<file path="config.mk">
export PLATFORM = sky130hd
export DESIGN_NAME = lcd_update_arbiter
export DESIGN_NICKNAME = d
export VERILOG_FILES = /design/src/rtl/lcd_ctrl_pkg.sv /design/src/rtl/lcd_bin2bcd3.sv /design/src/rtl/lcd_update_arbiter.sv
export SDC_FILE = /design/constraint.sdc
export NUM_CORES = 1
export LEC_CHECK = 0
export ABC_AREA = 1
export CAP_MARGIN = 0
export CORE_MARGIN = 2
export CORE_UTILIZATION = 30
export DETAILED_ROUTE_END_ITERATION = 10
export SLEW_MARGIN = 25
export SYNTH_ARGS = -nofsm -noshare
export SYNTH_HDL_FRONTEND = slang
export SYNTH_HIERARCHICAL = 1
export SYNTH_SLANG_ARGS = --single-unit
</file>
<file path="constraint.sdc">
create_clock -name sys_clk -period 1.7 [get_ports sys_clk]
set_clock_uncertainty 0.1 [all_clocks]
set_input_delay 0.255 -clock sys_clk [delete_from_list [all_inputs] [get_ports sys_clk]]
set_output_delay 0.255 -clock sys_clk [all_outputs]
set_load 0.03 [all_outputs]
</file>
<file path="src/rtl/lcd_ctrl_pkg.sv">
// Shared types and limits for the LCD digit-update arbiter.
// States, digit-index constants and input clamp helpers.
package lcd_ctrl_pkg;

  typedef enum logic [1:0] {
    S_IDLE,
    S_CONVERT,
    S_ISSUE,
    S_GAP
  } state_e;

  localparam logic [1:0] IDX_MOTOR = 2'd0;
  localparam logic [1:0] IDX_D100  = 2'd1;
  localparam logic [1:0] IDX_D10   = 2'd2;
  localparam logic [1:0] IDX_D1    = 2'd3;

  localparam logic [3:0] MOTOR_MAX = 4'd9;
  localparam logic [9:0] DISP_MAX  = 10'd999;

  function automatic logic [3:0] clamp_motor(
    input logic [3:0] id
  );
    return (id > MOTOR_MAX) ? MOTOR_MAX : id;
  endfunction

  function automatic logic [9:0] clamp_disp(
    input logic [9:0] bin
  );
    return (bin > DISP_MAX) ? DISP_MAX : bin;
  endfunction

endpackage

</file>
<file path="src/rtl/lcd_bin2bcd3.sv">
// Serial binary-to-BCD converter for 0..999, one subtraction per cycle.
// Digits are held after done until the next start.
module lcd_bin2bcd3 (
  input  logic       clk_i,
  input  logic       rst_ni,
  input  logic       start_i,
  input  logic [9:0] bin_i,
  output logic       done_o,
  output logic [3:0] hund_o,
  output logic [3:0] tens_o,
  output logic [3:0] ones_o
);

  logic       act_q, act_d;
  logic [9:0] rem_q, rem_d;
  logic [3:0] hund_q, hund_d;
  logic [3:0] tens_q, tens_d;

  always_comb begin
    act_d  = act_q;
    rem_d  = rem_q;
    hund_d = hund_q;
    tens_d = tens_q;
    if (start_i) begin
      act_d  = 1'b1;
      rem_d  = bin_i;
      hund_d = 4'd0;
      tens_d = 4'd0;
    end else if (act_q) begin
      if (rem_q >= 10'd100) begin
        rem_d  = rem_q - 10'd100;
        hund_d = hund_q + 4'd1;
      end else if (rem_q >= 10'd10) begin
        rem_d  = rem_q - 10'd10;
        tens_d = tens_q + 4'd1;
      end else begin
        act_d = 1'b0;
      end
    end
  end

  always_ff @(posedge clk_i or negedge rst_ni) begin
    if (!rst_ni) begin
      act_q  <= 1'b0;
      rem_q  <= 10'd0;
      hund_q <= 4'd0;
      tens_q <= 4'd0;
    end else begin
      act_q  <= act_d;
      rem_q  <= rem_d;
      hund_q <= hund_d;
      tens_q <= tens_d;
    end
  end

  assign done_o = act_q && (rem_q < 10'd10);
  assign hund_o = hund_q;
  assign tens_o = tens_q;
  assign ones_o = rem_q[3:0];

endmodule

</file>
<file path="src/rtl/lcd_update_arbiter.sv">
// Arbitrates motor / displacement updates onto the LCD digit-write port.
// LCD_ARB_SKIP_UNCHANGED_EN: skip digits equal to the displayed value.
module lcd_update_arbiter
  import lcd_ctrl_pkg::*;
#(
  parameter int UPDATE_GAP = 82000
) (
  input  logic       sys_clk,
  input  logic       sys_rst_n,
  input  logic       motor_valid,
  input  logic [3:0] motor_id,
  output logic       motor_ready,
  input  logic       disp_valid,
  input  logic [9:0] disp_bin,
  output logic       disp_ready,
  output logic [1:0] number_index,
  output logic [3:0] number_in,
  output logic       number_modify_en,
  output logic       busy
);

  localparam int CW = $clog2(UPDATE_GAP + 1);
  localparam logic [CW-1:0] GAP_LAST = CW'(UPDATE_GAP - 1);

  state_e        state_q, state_d;
  logic [CW-1:0] cnt_q, cnt_d;
  logic [1:0]    idx_q, idx_d;
  logic          src_q, src_d;
  logic          last_q, last_d;
  logic [3:0]    shadow_q [4];
  logic [3:0]    shadow_d [4];

  logic          idle;
  logic          conv_start, conv_done;
  logic [3:0]    hund, tens, ones;
  logic [3:0]    cand [4];
  logic [3:0]    same;
  logic [2:0]    nx_from;
  logic          nx_found;
  logic [1:0]    nx_idx;

  lcd_bin2bcd3 u_conv (
    .clk_i   (sys_clk),
    .rst_ni  (sys_rst_n),
    .start_i (conv_start),
    .bin_i   (clamp_disp(disp_bin)),
    .done_o  (conv_done),
    .hund_o  (hund),
    .tens_o  (tens),
    .ones_o  (ones)
  );

  assign idle = (state_q == S_IDLE);

  // last_q tracks only contested grants: 1 = disp won the last tie
  assign motor_ready = sys_rst_n && idle && motor_valid
                     && (!disp_valid || last_q);
  assign disp_ready  = sys_rst_n && idle && disp_valid
                     && (!motor_valid || !last_q);

  always_comb begin
    cand[IDX_MOTOR] = clamp_motor(motor_id);
    cand[IDX_D100]  = hund;
    cand[IDX_D10]   = tens;
    cand[IDX_D1]    = ones;
  end

`ifdef LCD_ARB_SKIP_UNCHANGED_EN
  always_comb begin
    for (int i = 0; i < 4; i++) same[i] = (cand[i] == shadow_q[i]);
  end
`else
  assign same = 4'b0000;
`endif

  always_comb begin
    nx_from  = (state_q == S_GAP) ? ({1'b0, idx_q} + 3'd1) : 3'd1;
    nx_found = 1'b0;
    nx_idx   = IDX_D1;
    for (int i = 3; i >= 1; i--) begin
      if (3'(i) >= nx_from && !same[i]) begin
        nx_found = 1'b1;
        nx_idx   = 2'(i);
      end
    end
  end

  always_comb begin
    state_d    = state_q;
    cnt_d      = cnt_q;
    idx_d      = idx_q;
    src_d      = src_q;
    last_d     = last_q;
    shadow_d   = shadow_q;
    conv_start = 1'b0;
    unique case (state_q)
      S_IDLE: begin
        if (motor_ready) begin
          if (disp_valid) last_d = 1'b0;
          src_d = 1'b0;
          if (!same[IDX_MOTOR]) begin
            idx_d = IDX_MOTOR;
            shadow_d[IDX_MOTOR] = cand[IDX_MOTOR];
            state_d = S_ISSUE;
          end
        end else if (disp_ready) begin
          if (motor_valid) last_d = 1'b1;
          src_d      = 1'b1;
          conv_start = 1'b1;
          state_d    = S_CONVERT;
        end
      end
      S_CONVERT: begin
        if (conv_done) begin
          if (nx_found) begin
            idx_d = nx_idx;
            shadow_d[nx_idx] = cand[nx_idx];
            state_d = S_ISSUE;
          end else begin
            state_d = S_IDLE;
          end
        end
      end
      S_ISSUE: begin
        cnt_d   = '0;
        state_d = S_GAP;
      end
      S_GAP: begin
        if (cnt_q == GAP_LAST) begin
          cnt_d = '0;
          if (src_q && nx_found) begin
            idx_d = nx_idx;
            shadow_d[nx_idx] = cand[nx_idx];
            state_d = S_ISSUE;
          end else begin
            state_d = S_IDLE;
          end
        end else begin
          cnt_d = cnt_q + 1'b1;
        end
      end
      default: state_d = S_IDLE;
    endcase
  end

  always_ff @(posedge sys_clk or negedge sys_rst_n) begin
    if (!sys_rst_n) begin
      state_q  <= S_IDLE;
      cnt_q    <= '0;
      idx_q    <= IDX_MOTOR;
      src_q    <= 1'b0;
      last_q   <= 1'b1;
      shadow_q <= '{default: 4'd0};
    end else begin
      state_q  <= state_d;
      cnt_q    <= cnt_d;
      idx_q    <= idx_d;
      src_q    <= src_d;
      last_q   <= last_d;
      shadow_q <= shadow_d;
    end
  end

  // shadow is loaded on the edge that starts the pulse, so it is the digit
  assign number_index     = idx_q;
  assign number_in        = shadow_q[idx_q];
  assign number_modify_en = (state_q == S_ISSUE);
  assign busy             = !idle;

endmodule

</file>
==> run summary, run 1 <==
The synthesized-area fraction occupied by xor and xnor cells is 3.50%. Combinational logic is responsible for 43.6% of the overall power. The number of H-tree levels came out at 3. For this block, the initial DRC count from the detailed router was 421.

The die is 116 µm wide. The cell area after placement is 0.00472 mm². The number of cells traversed by the worst register-to-register path came out at 13.

The data required time of the critical path came out at 1810 ps. The number of warnings reported in the yosys synthesis log came out at 6. The critical path ends at number_index[0]. The worst setup slack after layout is -141 ps.

The critical path goes through inv_2, ha_4, nand2_2, nand2_2, nor2_4, nand2_2, nor2_4, nor3_4, inv_2, buf_4, nand3_4, nand2_2, o21ai_1. The total nets after synthesis came out at 540. The count of filler cells inserted in the layout came out at 1177. The initialized floorplan defines 40 standard-cell rows. Of the total synthesized cell area, the portion taken by full adders, half adders and majority gates is 3.00%. The number of clock buffers added by TritonCTS is 9. The count of inserted antenna diode cells is 0. In this run the number of cells on the critical path is 13. The portion of the post-synthesis area used by sequential elements came out at 38.7%.

The total setup violations reported at the end of the flow is 37. The wire length of the first global-routing pass is 17700 µm. The total design power came out at 6.38 mW. Of the post-synthesis cell area, the part taken by muxes is 0.266%. The simple-gate share of the synthesized area is 37.4%. The first detailed-routing pass took 4 iterations. The checks that failed: negative setup slack. The run finished, with violations left. The vertical extent of the die came out at 116 µm.

The met3 layer wire length in the routed design came out at 436 µm. The die area is 0.0134 mm². The number of buffers inserted by hold repair at cts is 0.

The maximum buffer depth of the clock tree is 2. In the final routed layout, each cell accounts on average for 13.2 µm. The maximum clock rate is 0.543 GHz. The final hold violation count came to 0.

The average footprint of a synthesized cell came out at 7.32 µm². The worst path in the final design needs a cycle of 1840 ps, including I/O delays and setup. After detailed routing, the met2 layer carries 5150 µm of wire. The relative slew slack came out at 49.9%. Summing all non-filler instances in the final layout gives an area of 0.00554 mm². The net switching power is 2.38 mW. Routed signal wires occupy layers up through met4. The launching element of the worst setup path is u_conv/rem_q[2].

The final core utilization is 45.7%. After synthesis, the largest family of logic cells by area is simple AND/OR/NAND/NOR gates. The family with the most delay on the worst path is simple AND/OR/NAND/NOR gates.

The synthesized netlist devotes 8.42% of its cell area to compound gates. Net switching is 37.4% of the power. STA classifies the critical path endpoint as a flip-flop. In this run the static leakage power is 2.68 nW. Across the VDD grid, the largest voltage drop is 0.000559 V. Setup repair after global routing could not meet its margin everywhere. The internal power component came out at 4.00 mW.

For this run the aggregate overflow at the end of global routing stands at 0. The pin slew with the least headroom to its limit came out at 752 ps. The synthesized netlist contains 38 unique library cells. The met1 layer wirelength in the final routing came out at 4760 µm. The worst flop-to-flop path startpoint is u_conv/rem_q[2]. The via count came out at 3802.

The max-slew violation count is 0. The final layout contains routed wiring with a total length of 10600 µm. The cell sitting at the root of the clock tree is a clkbuf_16. Once the floorplan was initialized, standard cells occupied 31.0% of the core. The number of buffer cells added on primary ports is 27.

Compared with the post-synthesis result, the final layout area differs by 47.4%. For this run, the total global-route usage over all layers was measured as 16.5%. For this run, the slowest stage of the critical path takes 410 ps. After the last flow step, the layout net total stands at 656. The number of antenna violations at the first check in global routing is 0. The latest clock arrival within the worst-skew pair is 330 ps.

The detailed-placement wirelength estimate came out at 7330 µm. In this run, synthesis produced a sequential element count of 58. During I/O placement, the number of pins put on the boundary was 28. Across the run, the number of max-cap violations was 0.

STA classifies the critical path startpoint as a flip-flop. The placeable core region is 0.0121 mm². The arrival time reported for the critical path endpoint is 1950 ps. Dividing the detail-routed via count by the number of cells gives 4.74. Sequential cells account for 28.6% of the total power. The classification of the worst-slack hold path is primary input to asynchronous set/reset pin. The congestion estimate from routability-driven global placement came to 0.861. In this design, the critical path's most frequently occurring cell is nand2_2. The residual DRC count is 0. TritonCTS built the clock tree. By startpoint and endpoint, the worst setup path is classified as flip-flop to flip-flop. The final worst-path cycle share came out at 108%. On the critical path, the stage with the largest delay is an instance of dfrtp_1. The largest fanout on the critical path came out at 5.

The number of global-route vias before repair is 3829. The final hold slack came out at 43.5 ps. The flop-to-flop setup slack came out at -140 ps. The number of nets still failing antenna checks after routing is 0.

Counting both buffers and inverters, the worst setup path holds a total of 3. After clock tree synthesis, the clock-pin slew on the worst setup and hold paths is 50 ps. The total clock sinks came out at 58.

The cell area after synthesis is 0.00376 mm². The number of instances in the synthesized netlist is 513. In this run the critical register-to-register path is captured at number_index[0]. The pin count of the biggest net entering global routing came out at 59. Of the total power, the clock network draws 27.8%.

The post-route netlist has 35.6% of its cells at a drive strength greater than 1. Dividing total power by cell area gives a power density of 1150 mW/mm².
## registers in the layout, indices dropped and copies added, names as in the netlist
name           cells
cnt_q             17
shadow_q          16
u_conv/rem_q      10
u_conv/hund_o      4
u_conv/tens_o      4
number_index       2
state_q            2
last_q             1
src_q              1
u_conv/act_q       1
## through the flow
step           setup TNS, ps  setup WS (ps)  instances
3_5_place_dp           -2950           -164        757
6_report               -3040           -141        802
2_1_floorplan           -142          -15.7        513
5_1_grt                -6600           -247        802
4_1_cts                -1820           -106        796
3_3_place_gp           -1380          -80.9        757
## power by group through the flow
stage | registers, mW | clock network, mW | logic (mW)
2_1_floorplan | 1.82 | 0 | 1.59
3_3_place_gp | 1.81 | 0 | 2.20
3_5_place_dp | 1.83 | 0 | 2.25
4_1_cts | 1.81 | 1.80 | 2.64
5_1_grt | 1.85 | 1.85 | 3.10
6_report | 1.82 | 1.77 | 2.78
## synthesized netlist by cell type
master / count / area (µm²)
nand4_1: 23 / 144
a21oi_4: 1 / 16.3
clkbuf_1: 8 / 30.0
or2_2: 4 / 25.0
buf_6: 4 / 45.0
o21ai_0: 33 / 165
buf_2: 2 / 10.0
buf_4: 5 / 37.5
nand3_1: 44 / 220
inv_2: 6 / 22.5
nand2_1: 152 / 571
mux2i_1: 1 / 10.0
nand3b_1: 2 / 15.0
dfrtp_1: 57 / 1430
nor2_1: 48 / 180
a21oi_2: 2 / 17.5
nand4_2: 1 / 12.5
o22ai_1: 10 / 62.6
inv_1: 43 / 161
nor2_4: 4 / 45.0
nand3_4: 1 / 17.5
a211oi_1: 1 / 7.51
nand3_2: 2 / 20.0
buf_1: 1 / 3.75
inv_4: 3 / 18.8
nor3_1: 6 / 30.0
o21ai_1: 2 / 10.0
o31ai_1: 1 / 7.51
ha_1: 9 / 113
dfstp_2: 1 / 26.3
xnor2_1: 2 / 17.5
xor2_1: 13 / 114
o21ai_2: 1 / 8.76
nand2_2: 6 / 37.5
nand2_4: 5 / 56.3
a31oi_1: 1 / 6.26
nor2_2: 5 / 31.3
a21oi_1: 3 / 15.0
## cells in the final DEF, fill, tap and decap left out, types with 3 or more instances in the layout
cell	n
o21ai_1	6
clkbuf_16	9
clkbuf_8	4
nand2_4	8
o21ai_0	25
dfrtp_1	53
o22ai_1	6
nand4_1	23
nand2_1	143
nor3_1	4
ha_4	3
nand3_2	7
buf_4	87
nand3_1	37
clkdlybuf4s50_1	16
nor2_1	30
nand3_4	3
dfrtp_2	4
ha_1	6
inv_2	13
xor2_1	13
buf_6	14
o22ai_2	4
buf_12	3
nor2_2	18
inv_4	5
o21ai_2	4
nand2_2	10
nand2_8	3
or2_2	4
inv_1	33
nor2_4	9
## metal layers
layer	track usage, %	vias up
li1	-	1901
met1	21.1	1794
met2	27.8	82
met3	3.77	25
met4	5.40	0
met5	0	-
## worst reg2reg max path: stages, from the launching register on
cell	delay, ps
dfrtp_1	410
inv_2	80
ha_4	150
nand2_2	60
nand2_2	80
nor2_4	120
nand2_2	80
nor2_4	130
nor3_4	50
inv_2	100
buf_4	140
nand3_4	90
nand2_2	90
o21ai_1	60
## how the worst min path moves through the flow
| stage | endpoint | slack [ps] | cells past startpoint |
|---|---|---|---|
| detailed placement | shadow_q[4] | 370 | 2 |
| CTS | cnt_q[9] | 90 | 2 |
| global route | cnt_q[12] | 130 | 2 |
| finish | cnt_q[11] | 40 | 2 |
| floorplan | cnt_q[0] | -140 | 0 |
| global placement | shadow_q[7] | 350 | 2 |
## cell type report
class	count	area [µm²]	area share, %
Multi-Input combinational cell	384	2290	41.4
Sequential cell	58	1460	26.3
Timing Repair Buffer	123	1060	19.1
Clock buffer	15	288	5.20
Inverter	52	216	3.91
Tap cell	168	210	3.79
Clock inverter	1	7.51	0.136
Timing Repair inverter	1	6.26	0.113
## logic make-up (layout without fill, tap and decap cells)
group	after synthesis	after routing
buffers and inverters	72	192
and+or+nand+nor	303	304
xor gates and xnor gates	15	15
DFF	58	58
muxes	1	1
AOI/OAI and AO/OA	55	55
adders and majority gates	9	9
## timing repair
item,4_1_cts,5_1_grt
cloned,2,0
pin swaps,14,17
gates resized for setup,65,27
setup endpoints to repair,41,47
endpoints found under the hold margin,0,0
buffers inserted,21,6
Power figures use the tool's default switching activity.
==> inputs of run 2 (changes only) <==
- PLACE_DENSITY: unset -> 0.56
==> run 2 against run 1 <==
  * The flow still finishes with violations (negative setup slack)
  * First-iteration DRC count decreased by 51%
  * Critical endpoint is now number_in[0]
  * Power increased by 10%
  * Clock-buffer cell count decreased by 3
  * Core utilization increased by 3.2 points
==> run summary, run 2 (synthesized netlist as in run 1, its figures left out) <==
The flow ran to the end, but the final reports show violations. The checks that failed: negative setup slack. Setup repair after global routing could not meet its margin everywhere. The cell that appears most often on the critical path is buf_6. The placeable core region is 0.0121 mm² (unchanged).

STA classifies the critical path startpoint as a flip-flop. The delay contributed by the slowest stage of the critical path came out at 380 ps (-30 ps). The slowest library cell on the worst path is dfrtp_2. The final core utilization came out at 48.9% (+3.2 points).

The count of inserted antenna diode cells came to 0 (unchanged). The effective utilization at floorplan came out at 31.0% (unchanged). The placement row count came out at 40 (unchanged). The maximum buffer depth of the clock tree came out at 2 (unchanged). The relative slew slack came out at 48.9% (-1.0 points). The remaining global-route overflow is 0 (unchanged). The arrival time reported for the critical path endpoint is 1470 ps (-480 ps).

The number of iterations in the first detailed-routing pass came out at 4 (unchanged). The sum of buffers and inverters on the critical path was 4 (+1). The largest fanout on the critical path is 6 (+1). The final hold slack came out at 75.4 ps (+32.0 ps).

The flip-flop count of the largest register after layout came out at 17 (unchanged). The total leakage power came out at 2.81 nW (+4.6%). The die area is 0.0134 mm² (unchanged). The top cell types in the final layout, fill and taps aside, are 131 x nand2_1, 81 x buf_4, 54 x dfrtp_1.

TritonCTS built the clock tree. The wire length reported by the detailed router is 11000 µm (+3.5%). The power density over cell area came out at 1190 mW/mm² (+3.4%). The post-route setup TNS came out at -1840 ps (+1200 ps).

The final worst-path cycle share was 107% (-0.91 points). The proportion of layout cells with a drive suffix above 1 is 41.6% (+5.9 points). The number of global-route vias before repair was 3891 (+1.6%).

The residual DRC count is 0 (unchanged). The via density per instance was 4.75 (+0.15%). The worst setup slack after layout came out at -125 ps (+15.4 ps).

The violation count after the first detailed-routing iteration is 208 (-51%). The pin count of the biggest net entering global routing is 59 (unchanged). The post-layout minimum cycle time came out at 1830 ps (-15.4 ps).

The worst setup path is of the flip-flop to output port kind. The vertical extent of the die is 116 µm (unchanged). The pin slew with the least headroom to its limit is 767 ps (+15.0 ps). The number of buffer cells added on primary ports is 27 (unchanged). The total clock sinks came out at 58 (unchanged). The classification of the worst-slack hold path is primary input to asynchronous set/reset pin.

The total setup violations reported at the end of the flow came to 35 (-5.4%). The wire length per cell came out at 13.6 µm (+2.7%). The worst setup path is captured at an output port. The overall routing resource usage is 17.1% (+0.58 points).

The number of H-tree levels was 3 (unchanged). The max-capacitance violation count came to 0 (unchanged). The number of nets still failing antenna checks after routing came out at 0 (unchanged).

The clock input transition at the sequential cells of the worst setup and hold paths is 50 ps (about the same). The number of CTS-inserted buffers was 9 (unchanged). In the final layout, the registers with the most flip-flops are cnt_q x17, shadow_q x16, u_conv/rem_q x10. The final cell count without fillers came out at 808 (+0.75%). The number of buffers inserted by hold repair at cts is 0 (unchanged).

Broken down by cell family, the worst path's largest delay share belongs to buffers and inverters. The number of instances in the placed design is 765 (+1.1%). The maximum clock rate is 0.548 GHz (+0.85%). The via count was 3836 (+0.89%). The detailed-placement wirelength estimate came out at 7520 µm (+2.6%). The max-slew violation count came to 0 (unchanged). The final hold violation count is 0 (unchanged). The cell sitting at the root of the clock tree is a clkbuf_16.

The number of I/O pins came out at 28 (unchanged). Walking the worst path, the cells encountered are buf_6, clkinvlp_4, buf_12, o21ai_4, o22ai_2, buf_6. The latest clock arrival within the worst-skew pair is 320 ps (about the same).

The routability congestion estimate from global placement came out at 0.812 (-5.7%). Leaving out fill and tap cells, the most frequent cell in the layout is nand2_1. The net count reported at finish is 662 (+0.91%). The wire length of the first global-routing pass is 18200 µm (+3.0%).

The register name with the most flops is cnt_q. The data required time of the critical path came out at 1340 ps (-470 ps). The number of antenna violations at the first check in global routing was 0 (unchanged).

The maximum ir drop on the vdd rail is 0.000761 V (+36%). The area growth from synthesis to layout came out at 57.6%. The die width came to 116 µm (unchanged). The minimum setup slack after placement came out at -124 ps (+39.2 ps).
==> run 2: cell types whose count changed in the layout (fill, tap and decap cells not counted), moves of 5 or more <==
cell     before  now
buf_6        14   25
nand3_1      37   26
nand2_2      10   15
nand2_1     143  131
buf_4        87   81
nand3_2       7   17
==> run 2: repair_timing <==
action	CTS	global route
hold endpoints to repair	0	0
cloned	1	0
pin swaps	42	32
resized for setup	106	67
setup endpoints to repair	40	54
setup buffers	22	8
==> run 2: worst paths after layout <==
| path | cells past startpoint | slack [ps] | endpoint | start |
|---|---|---|---|---|
| setup / recovery | 6 | -130 | number_in[0] | number_index[0] |
| hold / removal | 2 | 80 | cnt_q[5] | sys_rst_n |
| setup reg to reg | 10 | -90 | shadow_q[9] | state_q[1] |
| hold reg to reg | 2 | 380 | shadow_q[15] | shadow_q[15] |
| max in group asynchronous | 2 | 870 | number_index[0] | sys_rst_n |
| min in group sys_clk | 5 | 330 | src_q | sys_rst_n |
==> run 2: where the power goes <==
part           switching (mW)  total, mW  internal, mW  leakage [nW]
combinational            1.83       3.47          1.64          1.92
sequential              0.237       1.82          1.59         0.751
clock                   0.655       1.75          1.10         0.141
==> run 2: cell type report <==
| type | count | area, µm² |
|---|---|---|
| tap | 168 | 210 |
| timing repair inverter | 1 | 6.26 |
| multi-input combinational | 383 | 2540 |
| fill | 1157 | 6190 |
| sequential | 58 | 1460 |
| clock buffer | 12 | 267 |
| timing repair buffer | 130 | 1170 |
| inverter | 52 | 241 |
| clock inverter | 4 | 25.0 |
==> run 2: metal layers <==
metal | track usage (%) | share of wire, % | up-vias
li1 | - | - | 1927
met1 | 22.3 | 46 | 1835
met2 | 28.5 | 50 | 62
met3 | 3.45 | 2.7 | 12
met4 | 5.56 | 1.8 | 0
met5 | 0 | 0 | -
==> run 2: through the flow <==
stage | total power, mW | cell area (µm²)
2_1_floorplan | 3.41 | 3880
3_3_place_gp | 4.02 | 4790
3_5_place_dp | 4.07 | 4790
4_1_cts | 6.58 | 5610
5_1_grt | 7.49 | 5920
6_report | 7.05 | 5920
